$ cat src/rtl/memory_sequence_player_pkg.sv
// memory_sequence_player_pkg: shared state encodings and default timing for the memory game
package memory_sequence_player_pkg;
  localparam int DEF_AW = 5;
  localparam int DEF_DW = 4;
  localparam int DEF_ON_CYCLES = 50;
  localparam int DEF_OFF_CYCLES = 25;
  typedef enum logic [2:0] {
    ST_IDLE  = 3'd0,
    ST_FETCH = 3'd1,
    ST_LOAD  = 3'd2,
    ST_SHOW  = 3'd3,
    ST_GAP   = 3'd4,
    ST_DONE  = 3'd5
  } state_t;
  function automatic int max_int(input int a, input int b);
    return a > b ? a : b;
  endfunction
endpackage

$ cat src/rtl/memory_sequence_player_if.sv
// memory_sequence_player_if: start/limit control, RAM read port and LED/status outputs of the player
interface memory_sequence_player_if import memory_sequence_player_pkg::*; #(
  parameter int AW = DEF_AW,
  parameter int DW = DEF_DW
);
  logic start;
  logic [AW-1:0] limit;
  logic [DW-1:0] ram_q;
  logic [AW-1:0] ram_addr;
  logic [DW-1:0] leds;
  logic busy;
  logic done;
  modport master(output start, limit, ram_q, input ram_addr, leds, busy, done);
  modport slave(input start, limit, ram_q, output ram_addr, leds, busy, done);
endinterface

$ cat src/rtl/memory_sequence_player_hold_timer.sv
// hold_timer: loadable down-counter that stops at zero and flags it
module hold_timer #(
  parameter int W = 6
) (
  input  logic         clk,
  input  logic         reset,
  input  logic         load,
  input  logic [W-1:0] load_value,
  output logic         zero
);
  logic [W-1:0] cnt_q, cnt_d;
  always_comb cnt_d = load ? load_value : (cnt_q != '0 ? cnt_q - 1'b1 : cnt_q);
  always_ff @(posedge clk) cnt_q <= reset ? '0 : cnt_d;
  assign zero = cnt_q == '0;
endmodule

$ cat src/rtl/memory_sequence_player.sv
// memory_sequence_player: plays RAM words 0..limit on the LEDs with lit and blank phases
module memory_sequence_player import memory_sequence_player_pkg::*; #(
  parameter int AW = DEF_AW,
  parameter int DW = DEF_DW,
  parameter int ON_CYCLES = DEF_ON_CYCLES,
  parameter int OFF_CYCLES = DEF_OFF_CYCLES
) (
  input logic clk,
  input logic reset,
  memory_sequence_player_if.slave bus
);
  localparam int TW = $clog2(max_int(ON_CYCLES, OFF_CYCLES) + 1);
  state_t state_q, state_d;
  logic [AW-1:0] index_q, index_d, lim_q, lim_d;
  logic [DW-1:0] leds_q, leds_d;
  logic busy_q, busy_d, done_q, done_d;
  logic load, zero;
  logic [TW-1:0] load_value;
  hold_timer #(.W(TW)) u_timer (
    .clk(clk),
    .reset(reset),
    .load(load),
    .load_value(load_value),
    .zero(zero)
  );
  always_comb begin
    state_d = state_q;
    index_d = index_q;
    lim_d = lim_q;
    leds_d = leds_q;
    load = 1'b0;
    load_value = '0;
    case (state_q)
      ST_IDLE: if (bus.start) begin
        state_d = ST_FETCH;
        index_d = '0;
        lim_d = bus.limit;
      end
      ST_FETCH: state_d = ST_LOAD;
      ST_LOAD: begin
        leds_d = bus.ram_q;
        load = 1'b1;
        load_value = TW'(ON_CYCLES - 1);
        state_d = ST_SHOW;
      end
      ST_SHOW: if (zero) begin
        leds_d = '0;
        load = 1'b1;
        load_value = TW'(OFF_CYCLES - 1);
        state_d = ST_GAP;
      end
      ST_GAP: if (zero) begin
        state_d = index_q == lim_q ? ST_DONE : ST_FETCH;
        index_d = index_q == lim_q ? index_q : index_q + 1'b1;
      end
      ST_DONE: state_d = ST_IDLE;
      default: state_d = ST_IDLE;
    endcase
    busy_d = state_d != ST_IDLE;
    done_d = state_d == ST_DONE;
  end
  always_ff @(posedge clk) begin
    if (reset) begin
      state_q <= ST_IDLE;
      index_q <= '0;
      lim_q <= '0;
      leds_q <= '0;
      busy_q <= 1'b0;
      done_q <= 1'b0;
    end else begin
      state_q <= state_d;
      index_q <= index_d;
      lim_q <= lim_d;
      leds_q <= leds_d;
      busy_q <= busy_d;
      done_q <= done_d;
    end
  end
  assign bus.ram_addr = index_q;
  assign bus.leds = leds_q;
  assign bus.busy = busy_q;
  assign bus.done = done_q;
endmodule
$ cat src/flat_wrapper.sv
// flat-port wrapper written by rule: the top's interface ports become plain ports
module memory_sequence_player_flat import memory_sequence_player_pkg::*;
#(
  parameter int AW = DEF_AW,
  parameter int DW = DEF_DW,
  parameter int ON_CYCLES = DEF_ON_CYCLES,
  parameter int OFF_CYCLES = DEF_OFF_CYCLES
)
  (clk, reset, bus_start, bus_limit, bus_ram_q, bus_ram_addr, bus_leds, bus_busy, bus_done);
  memory_sequence_player_if #(.AW(AW), .DW(DW)) bus_i ();
  input logic clk;
  input logic reset;
  input wire logic [$bits(bus_i.start)-1:0] bus_start;
  input wire logic [$bits(bus_i.limit)-1:0] bus_limit;
  input wire logic [$bits(bus_i.ram_q)-1:0] bus_ram_q;
  output wire logic [$bits(bus_i.ram_addr)-1:0] bus_ram_addr;
  output wire logic [$bits(bus_i.leds)-1:0] bus_leds;
  output wire logic [$bits(bus_i.busy)-1:0] bus_busy;
  output wire logic [$bits(bus_i.done)-1:0] bus_done;
  assign bus_i.start = bus_start;
  assign bus_i.limit = bus_limit;
  assign bus_i.ram_q = bus_ram_q;
  assign bus_ram_addr = bus_i.ram_addr;
  assign bus_leds = bus_i.leds;
  assign bus_busy = bus_i.busy;
  assign bus_done = bus_i.done;
  memory_sequence_player #(.AW(AW), .DW(DW), .ON_CYCLES(ON_CYCLES), .OFF_CYCLES(OFF_CYCLES)) u_core (.clk(clk), .reset(reset), .bus(bus_i));
endmodule
$ cat config.mk
export PLATFORM = sky130hd
export DESIGN_NAME = memory_sequence_player_flat
export DESIGN_NICKNAME = d
export VERILOG_FILES = /design/src/rtl/memory_sequence_player_pkg.sv /design/src/rtl/memory_sequence_player_if.sv /design/src/rtl/memory_sequence_player_hold_timer.sv /design/src/rtl/memory_sequence_player.sv /design/src/flat_wrapper.sv
export SDC_FILE = /design/constraint.sdc
export NUM_CORES = 1
export LEC_CHECK = 0
export ABC_CLOCK_PERIOD_IN_PS = 1700
export BUFFER_PORTS_ARGS = -buffer_cell sky130_fd_sc_hd__buf_2
export CORE_AREA = 2 2 41 71
export CTS_CLUSTER_DIAMETER = 80
export DETAILED_ROUTE_END_ITERATION = 7
export DIE_AREA = 0 0 43 73
export PLACE_DENSITY_LB_ADDON = 0.12
export RECOVER_POWER = 50
export REMOVE_ABC_BUFFERS = 1
export SKIP_CTS_REPAIR_TIMING = 1
export SLEW_MARGIN = 20
export SYNTH_ARGS = -nofsm -noshare
export SYNTH_HDL_FRONTEND = slang
export SYNTH_SLANG_ARGS = --single-unit
export TNS_END_PERCENT = 20
$ cat constraint.sdc
create_clock -name clk -period 1.7 [get_ports clk]
set_input_delay 0.425 -clock clk [delete_from_list [all_inputs] [get_ports clk]]
set_output_delay 0.425 -clock clk [all_outputs]
set_load 0.005 [all_outputs]
* Yosys cells after proc, flatten, opt, wreduce, memory -nomap -nowiden
Index checks and enable logic that the tools add are counted.
** Operators by class
- $add $sub $neg :: 2
- Equality and inequality tests :: 10
- Mux-type cells :: 17
- Reduce and logical (&&, ||, !) cells :: 10
** Operators with widths (count)
- 5-bit 2-to-1 mux :: 4
- 3-bit one-hot mux with 5 select lines :: 1
- 3-bit 2-to-1 mux :: 4
- 6-bit 2-to-1 mux :: 2
- 6-bit one-hot mux with 2 select lines :: 1
- 5-bit one-hot mux with 2 select lines :: 1
- 2-bit != test, second input constant :: 4
- 4-bit one-hot mux with 2 select lines :: 1
- 3-bit by 2-bit equality test with 1-bit output, second input constant :: 2
- 3-bit equality test, second input constant :: 2
- 6-bit logical NOT :: 1
- 2-bit nonzero test :: 3
- 6-bit nonzero test :: 1
- 6-bit by 1-bit subtractor with 6-bit output, second input constant :: 1
- 5-bit by 1-bit adder with 5-bit output, second input constant :: 1
- 5-bit equality test :: 1
- 4-bit 2-to-1 mux :: 1
- 2-bit AND reduction :: 2
- 4-bit AND reduction :: 1
- 3-bit by 1-bit equality test with 1-bit output, second input constant :: 1
- 3-bit logical NOT :: 1
- 3-bit nonzero test :: 1
- 1-bit one-hot mux with 2 select lines :: 1
- 1-bit 2-to-1 mux :: 1
** Word-level totals
- Register bits :: 25
- Input bits :: 12
- Word-level logic and storage cells :: 46

* Depth between registers and ports, before layout
Gate-level depths: netlist (run 1).
- Word-level depth :: 5
- Gate-level depth with buffers :: 7
- Depth with buffers taken out :: 7

* Cells and area by module
A second synthesis (run 1) with hierarchy kept.
** Unflattened totals
- Cells, all modules :: 138
- Area, all modules :: 1196.1 um^2
** By module, submodules not included
- memory_sequence_player :: times used 1, cells each 98, area an instance 859.6 um^2, seq. area each 380.4 um^2
- hold_timer :: times used 1, cells each 40, area an instance 336.6 um^2, seq. area each 120.1 um^2

* Worst setup path after synthesis (run 1)
No wires, ideal clock.
- Path type :: register -> register
- From :: reg u_core.u_timer.cnt_q[0]
- To :: reg u_core.index_q[2] (netlist: u_core.bus.ram_addr[2])
- Data arrival time :: 1.610 ns
- Path slack :: 0.015 ns
- Stages on the path, launching flop included :: 8
- Period minus slack after synthesis :: 1.685 ns
- Path through :: dfxtp_1 > inv_1 > ha_1 > nand2b_4 > nor4_4 > o211ai_2 > or3b_1 > a31oi_1
** Between the ends
- Longest elaborated chain between the ends :: 3
** RTL lines
- start: declaration :: RTL line memory_sequence_player_hold_timer.sv:11 : logic [W-1:0] cnt_q, cnt_d;
- start signal: assignment :: RTL line memory_sequence_player_hold_timer.sv:13 : always_ff @(posedge clk) cnt_q <= reset ? '0 : cnt_d;
- 6-bit logical NOT :: RTL line memory_sequence_player_hold_timer.sv:14 : assign zero = cnt_q == '0;
- 2-bit != test (no line)
- 4-bit AND reduction (no line)
- end signal: assignment :: RTL line memory_sequence_player.sv:72 : index_q <= index_d;
- end: declaration :: RTL line memory_sequence_player.sv:14 : logic [AW-1:0] index_q, index_d, lim_q, lim_d;
No other way between the ends.
A chain may end at the register's enable or synchronous reset.

* Worst setup path in the final report (run 1)
- From :: reg u_core.u_timer.cnt_q[1]
- To :: reg u_core.index_q[3] (netlist: u_core.bus.ram_addr[3])
The elaborated chain is that of the path after synthesis.

==> run_results.csv, run 1 <==
group,metric,value,unit
logic_synthesis,synth-warning-count,0,
logic_synthesis,synth.most_common_cell,"sky130_fd_sc_hd__dfxtp_1",
die,core_area,2630,um^2
logic_synthesis,netlist.top_cell.by_area,"sky130_fd_sc_hd__dfxtp_1",
die,design.portCount,23,
critical_path,maximum_fanout_encountered_on_the_critical_timing_path,4,
sta,period_utilization,102,%
logic_synthesis,edff_count_synth,0,
finish,antenna-diode-count,0,
sta,final_max_slew_viol_count,0,
logic_synthesis,synth.top_cells.by_count,"sky130_fd_sc_hd__dfxtp_1 (25), sky130_fd_sc_hd__nor2_1 (17), sky130_fd_sc_hd__nand3_1 (16)",
cts,tritoncts,"done",
route,drt-total-wl,2860,um
route,drt-pass1-iter-count,4,
cts,cts_inserted_buffers,3,
grt,grt_antenna_before_repair,0,
cts,clock_path_buffers,2,
finish,share_of_post_route_cells_with_drive_strength_above_1,30.5,%
job,maxCapViolCount,0,
placed_design,placement.cell_area,1360,um^2
logic_synthesis,syn-mean-instance-area,8.31,um^2
die,die_w,43,um
route,viasPerCell,5.63,
power,share_seq_of_total_power,38.2,%
critical_path,end_kind,"register",
critical_path,cp_data_required_time,1.90,ns
power,p_clk_share,16.5,%
cts,worst_setup_hold_path_clk_slew,0.09,ns
cts,clockRootBuffer,"sky130_fd_sc_hd__clkbuf_8",
route,drtIter0Drc,18,
min_path,hp-class,"in -> reg",
sta,worst_slew_margin_rel,67.3,%
critical_path,critPathArrivalTime,1.94,ns
logic_synthesis,synthesized_flop_and_latch_total,25,
sta,final.setup_skew,0.00302,ns
run_status,violations,"setup timing",
sta,report.final.setup_viol,4,
placed_design,port_buffers,22,
logic_synthesis,post-synth-top-area-fraction,42.4,%
die,floorplan.die_area,3140,um^2
die,chipHeight,73,um
logic_synthesis,synth-seq-area-share,42.4,%
critical_path,start_kind,"register",
placed_design,post-place-cells,193,
logic_synthesis,synth_area,1180,um^2
run_status,status,"finished with violations",
logic_synthesis,synth_area_leaders,"sky130_fd_sc_hd__dfxtp_1 (42%), sky130_fd_sc_hd__nand3_1 (6.8%), sky130_fd_sc_hd__a21oi_1 (5.9%)",
route,wl_per_cell,14.2,um
sta,finalWorstSetupSlack,-0.0423,ns
grt,grt_start_max_net_pins,21,
power,power_switching,828,uW
power,vdd_drop_max,0.813,mV
grt,grt_pass1_vias,1048,
die,initial_utilization,44.9,%
grt,globalRoute.totalOverflow,0,
route,vias,1131,
finish,finish.instance_area,1500,um^2
cts,clock_sink_count,25,
finish,area_growth,26.9,%
sta,max_freq,574,MHz
route,remaining_drc_errors,0,
power,power.switching_fraction,38.6,%
grt,grt_pass1_wl,4720,um
die,placementRows,25,
placed_design,hpwl,2110,um
power,internal_cell_power,1.32,mW
power,leakage,0.572,nW
logic_synthesis,share_of_synthesized_flip_flops_with_an_asynchronous_set_or_reset,0,%
logic_synthesis,syn_inst,142,
sta,rsz0062_at_grt,"true",
sta,timing_worst_slew_pin_value,0.486,ns
route,drt.antenna.violating_nets,0,
power,share_comb_of_total_power,45.4,%
finish,design.final.nets,189,
sta,period_needed,1.74,ns
power,power_density,1430,nW/um^2
finish,final-instance-count-excl-fill,201,
cts,clock_insertion_delay_worst_skew,0.27,ns
placed_design,routabilityCongestion,0.902,
grt,grt_util_all_layers,19.6,%
sta,finalHoldViolations,0,
cts,cts-htree-levels,1,
logic_synthesis,yosys.cell_types.count,33,
logic_synthesis,synth_flop_cell,"sky130_fd_sc_hd__dfxtp_1",
critical_path,type_of_the_worst_setup_path,"reg -> reg",
==> metrics by stage <==
stage	setup TNS [ns]	total power, mW	setup WS [ns]	hold WS, ns	utilization [%]
2_1_floorplan	0	1.35	0.0154	0.443	-
3_3_place_gp	0	1.59	0.0981	0.461	51.9
3_5_place_dp	-0.0186	1.62	-0.0148	0.462	51.9
4_1_cts	-0.0630	1.97	-0.0293	0.403	53.6
5_1_grt	-0.958	2.28	-0.161	0.409	57.0
6_report	-0.0965	2.15	-0.0423	0.400	57.0
==> sequential cells by signal (all words and copies together), names as in the netlist <==
signal	flops
u_core.bus.ram_addr	5
u_core.state_q	3
u_core.lim_q	5
u_core.u_timer.cnt_q	6
u_core.bus.leds	4
u_core.bus.busy	1
u_core.bus.done	1
==> power groups by stage <==
stage                     combinational, mW  sequential, mW  clock [mW]
after floorplan                       0.552           0.802           0
after global placement                0.778           0.807           0
after detailed placement              0.806           0.816           0
after CTS                             0.810           0.803       0.357
after global routing                   1.07           0.834       0.381
final                                 0.973           0.819       0.353
==> cell usage in the layout (no fill, tap or decap) <==
master                      synthesis  final
sky130_fd_sc_hd__dfxtp_1           25     24
sky130_fd_sc_hd__buf_2              1     18
sky130_fd_sc_hd__nor2_1            17     17
sky130_fd_sc_hd__nand3_1           16     16
sky130_fd_sc_hd__a21oi_1           14     12
sky130_fd_sc_hd__buf_4              0     12
sky130_fd_sc_hd__nand2_1            8      8
sky130_fd_sc_hd__nor3_1             6      6
sky130_fd_sc_hd__xnor2_1            6      6
sky130_fd_sc_hd__clkbuf_1           4      6
sky130_fd_sc_hd__inv_1              7      5
sky130_fd_sc_hd__a22oi_2            0      5
sky130_fd_sc_hd__a31oi_1            4      4
sky130_fd_sc_hd__o21ai_0            4      4
sky130_fd_sc_hd__clkbuf_8           0      3
sky130_fd_sc_hd__inv_2              0      2
sky130_fd_sc_hd__o211ai_1           2      2
sky130_fd_sc_hd__nand3b_1           2      2
sky130_fd_sc_hd__a21oi_2            0      2
sky130_fd_sc_hd__or3_1              2      2
sky130_fd_sc_hd__nand2b_4           1      1
sky130_fd_sc_hd__nor4_4             1      1
sky130_fd_sc_hd__nor3_4             1      1
sky130_fd_sc_hd__o211ai_2           1      1
sky130_fd_sc_hd__or3b_1             1      1
sky130_fd_sc_hd__a21o_1             2      1
sky130_fd_sc_hd__and3_4             0      1
sky130_fd_sc_hd__or2_0              1      1
sky130_fd_sc_hd__nand2b_1           1      1
sky130_fd_sc_hd__a211oi_2           0      1
sky130_fd_sc_hd__a21o_4             0      1
sky130_fd_sc_hd__or4_2              1      1
sky130_fd_sc_hd__a2111oi_0          1      1
sky130_fd_sc_hd__nor4_1             1      1
sky130_fd_sc_hd__a2bb2oi_2          0      1
sky130_fd_sc_hd__ha_1               2      1
sky130_fd_sc_hd__ha_4               0      1
sky130_fd_sc_hd__dfxtp_2            0      1
==> area by class of cell <==
| type | count | area (um^2) |
|---|---|---|
| multi-input combinational | 103 | 692 |
| sequential | 25 | 502 |
| fill | 268 | 1130 |
| tap | 27 | 33.8 |
| timing repair buffer | 35 | 199 |
| inverter | 7 | 26.3 |
| clock buffer | 4 | 45.0 |
==> cells by family after synthesis <==
kind of cell	count (synthesis)	synth area share (%)
buffers and inverters	14	4.66
and+or+nand+nor	60	27.7
AOI/OAI and AO/OA	35	18.7
adders and majority gates	2	2.12
DFF	25	42.4
xor gates and xnor gates	6	4.45
==> critical path: stages, from the launching register on <==
cell,delay [ns]
sky130_fd_sc_hd__dfxtp_2,0.34
sky130_fd_sc_hd__inv_2,0.06
sky130_fd_sc_hd__ha_4,0.15
sky130_fd_sc_hd__nand2b_4,0.07
sky130_fd_sc_hd__nor4_4,0.34
sky130_fd_sc_hd__o211ai_2,0.16
sky130_fd_sc_hd__or3_1,0.37
sky130_fd_sc_hd__a31oi_1,0.17
==> routing by layer <==
layer / up-vias / routed length [um] / global-route usage, %
li1: 569 / - / -
met1: 526 / 1110 / 21.2
met2: 32 / 1620 / 36.7
met3: 4 / 89 / 2.97
met4: 0 / 39 / 8.42
met5: - / 0 / 0
==> worst paths after layout <==
path	from	endpoint	slack, ns	depth (start not counted)
worst min-delay path	bus_limit[0]	u_core.lim_q[0]	0.40	3
worst min register to register	u_core.lim_q[2]	u_core.lim_q[2]	0.47	2
worst max register to register	u_core.u_timer.cnt_q[1]	u_core.bus.ram_addr[3]	-0.04	7
worst max-delay path	u_core.u_timer.cnt_q[1]	u_core.bus.ram_addr[3]	-0.04	7
No activity file was read; power rests on OpenSTA's default activity.
==> run 2, diff against run 1 <==
--- a/config.mk
+++ b/config.mk
@@ -8,6 +8,7 @@
 export ABC_CLOCK_PERIOD_IN_PS = 1700
 export BUFFER_PORTS_ARGS = -buffer_cell sky130_fd_sc_hd__buf_2
 export CORE_AREA = 2 2 41 71
+export CTS_BUF_LIST = sky130_fd_sc_hd__clkbuf_8 sky130_fd_sc_hd__clkbuf_16
 export CTS_CLUSTER_DIAMETER = 80
 export DETAILED_ROUTE_END_ITERATION = 7
 export DIE_AREA = 0 0 43 73
==> run 2 against run 1 <==
- the flow still finishes with violations (setup timing)
- die area stayed put
- sequential cell count unchanged
- count of clock-buffer cells in the layout down 1
- routed wire length about the same
- combinational power about the same
- utilization unchanged
- maximum frequency about the same
==> run_results.csv, run 2 (synthesis gave the netlist of run 1 again) <==
group,metric,value,unit
grt,grt_antenna_before_repair,0,
finish,design.final.nets,189,
critical_path,cp_data_required_time,1.90,ns
critical_path,ff2ff_path_depth,7,
sta,final_max_slew_viol_count,0,
finish,layout_commonest_cell,"sky130_fd_sc_hd__dfxtp_1",
power,totalPowerFinal,2.14,mW
cts,worst_setup_hold_path_clk_slew,0.09,ns
die,initial_utilization,44.9,%
die,design.portCount,23,
route,wire_length_on_met2,1620,um
critical_path,type_of_the_worst_setup_path,"reg -> reg",
finish,most-common-layout-cells,"sky130_fd_sc_hd__dfxtp_1 (24), sky130_fd_sc_hd__buf_2 (18), sky130_fd_sc_hd__nor2_1 (17), sky130_fd_sc_hd__nand3_1 (16)",
power,share_comb_of_total_power,45.5,%
critical_path,r2r_start,"u_core.u_timer.cnt_q[1]",
route,drt.antenna.violating_nets,0,
min_path,worstHoldPathCells,3,
grt,grt_util_all_layers,19.6,%
route,m1WireLength,1090,um
route,wl_per_cell,14.2,um
sta,period_utilization,103,%
power,share_seq_of_total_power,38.3,%
critical_path,path_delay_family,"simple AND/OR/NAND/NOR gates",
route,drtIter0Drc,18,
sta,finalHoldViolations,0,
grt,grt_pass1_vias,1048,
route,drt-total-wl,2860,um
sta,period_needed,1.74,ns
sta,report.final.setup_viol,4,
cts,clock_insertion_delay_worst_skew,0.27,ns
grt,grt_start_max_net_pins,21,
grt,grt_pass1_wl,4720,um
route,highest-signal-layer,"met4",
min_path,hp-class,"in -> reg",
sta,final.setup_skew,0.00322,ns
power,power_switching,827,uW
finish,n_fill_cell,268,
power,leakage,0.576,nW
critical_path,worst_r2r_endpoint,"u_core.bus.ram_addr[3]",
placed_design,routabilityCongestion,0.902,
die,floorplan.die_area,3140,um^2
critical_path,critPathArrivalTime,1.94,ns
placed_design,post-place-cells,193,
critical_path,crit_path_top_delay_cell,"sky130_fd_sc_hd__or3_1",
job,maxCapViolCount,0,
critical_path,register_to_register_setup_slack,-0.04,ns
critical_path,maximum_fanout_encountered_on_the_critical_timing_path,4,
cts,tritoncts,"done",
critical_path,critical_path_buf_inv_count,1,
finish,final-instance-count-excl-fill,201,
die,die_w,43,um
die,core_area,2630,um^2
critical_path,start_kind,"register",
sta,timing_worst_slew_pin_value,0.487,ns
finish,share_of_post_route_cells_with_drive_strength_above_1,30.5,%
route,remaining_drc_errors,0,
critical_path,end_kind,"register",
sta,rsz0062_at_grt,"true",
min_path,hold_start,"bus_limit[0]",
route,vias,1130,
placed_design,placement.cell_area,1360,um^2
cts,clock_sink_count,25,
power,vdd_drop_max,0.814,mV
finish,top_register,"u_core.u_timer.cnt_q",
die,placementRows,25,
die,chipHeight,73,um
sta,finalSetupTns,-0.0975,ns
finish,finish.instance_area,1500,um^2
sta,worst_slew_margin_rel,67.3,%
sta,max_freq,573,MHz
finish,largest_register_ff_count,6,
run_status,status,"finished with violations",
min_path,whs_endpoint,"u_core.lim_q[0]",
power,power_density,1430,nW/um^2
grt,globalRoute.totalOverflow,0,
critical_path,critical_path_cell_list,"inv_2, ha_4, nand2b_4, nor4_4, o211ai_2, or3_1, a31oi_1",
placed_design,port_buffers,22,
sta,finalWorstSetupSlack,-0.0440,ns
power,power.switching_fraction,38.7,%
finish,area_growth,26.9,%
route,viasPerCell,5.62,
cts,cts_inserted_buffers,3,
run_status,violations,"setup timing",
power,p_clk_share,16.2,%
critical_path,max_stage_delay,0.37,ns
route,drt-pass1-iter-count,4,
cts,cts-htree-levels,1,
finish,antenna-diode-count,0,
power,internal_cell_power,1.31,mW
route,wl_met3,98,um
cts,clockRootBuffer,"sky130_fd_sc_hd__clkbuf_8",
cts,clock_path_buffers,2,
placed_design,hpwl,2110,um
[run 2: cell types whose count changed in the layout (fill, tap and decap cells not counted), sizes merged]
cell / previous run / this run
clkbuf: 9 / 8
inv: 7 / 8
[run 2: power by group through the flow]
stage	Sequential (mW)	Clock, mW	Combinational [mW]
floorplan	0.802	0	0.552
finish	0.819	0.348	0.973
detailed placement	0.816	0	0.806
CTS	0.803	0.352	0.810
global placement	0.807	0	0.778
global route	0.834	0.375	1.07
[run 2: worst min-delay path: cells and delay by family]
family	cells	cell delay, ns
AO/OA/AOI/OAI	1	0.05
buffers and inverters	1	0.09
AND/OR/NAND/NOR	1	0.05
[run 2: per-layer routing]
metal  track usage, %  up-vias
met1             21.2      524
met5                0        -
met3             2.97        4
li1                 -      568
met4             8.42        0
met2             36.7       34
[run 2: final cells by class]
type                       count  area [um^2]  share of cell area (%)
clock inverter                 1         3.75                   0.251
inverter                       7         26.3                    1.75
multi-input combinational    103          692                    46.2
tap                           27         33.8                    2.26
timing repair buffer          35          199                    13.3
clock buffer                   3         41.3                    2.76
sequential                    25          502                    33.5
[run 2: how the worst max path moves through the flow]
stage / start / cells past startpoint / endpoint / slack (ns)
2_1_floorplan: u_core.u_timer.cnt_q[0] / 7 / u_core.bus.ram_addr[2] / 0.02
3_3_place_gp: u_core.u_timer.cnt_q[1] / 7 / u_core.bus.ram_addr[2] / 0.1
3_5_place_dp: u_core.u_timer.cnt_q[1] / 7 / u_core.bus.ram_addr[2] / -0.01
4_1_cts: u_core.u_timer.cnt_q[1] / 7 / u_core.bus.ram_addr[2] / -0.03
5_1_grt: u_core.u_timer.cnt_q[1] / 7 / u_core.bus.ram_addr[2] / -0.16
6_report: u_core.u_timer.cnt_q[1] / 7 / u_core.bus.ram_addr[3] / -0.04
[run 2: metrics by stage]
step                      worst slack (ns)  util, %  hold slack (ns)
after floorplan                     0.0154        -            0.443
after global placement              0.0981     51.9            0.461
after detailed placement           -0.0148     51.9            0.462
after CTS                          -0.0294     53.6            0.403
after global routing                -0.161     57.0            0.409
final                              -0.0440     57.0            0.400
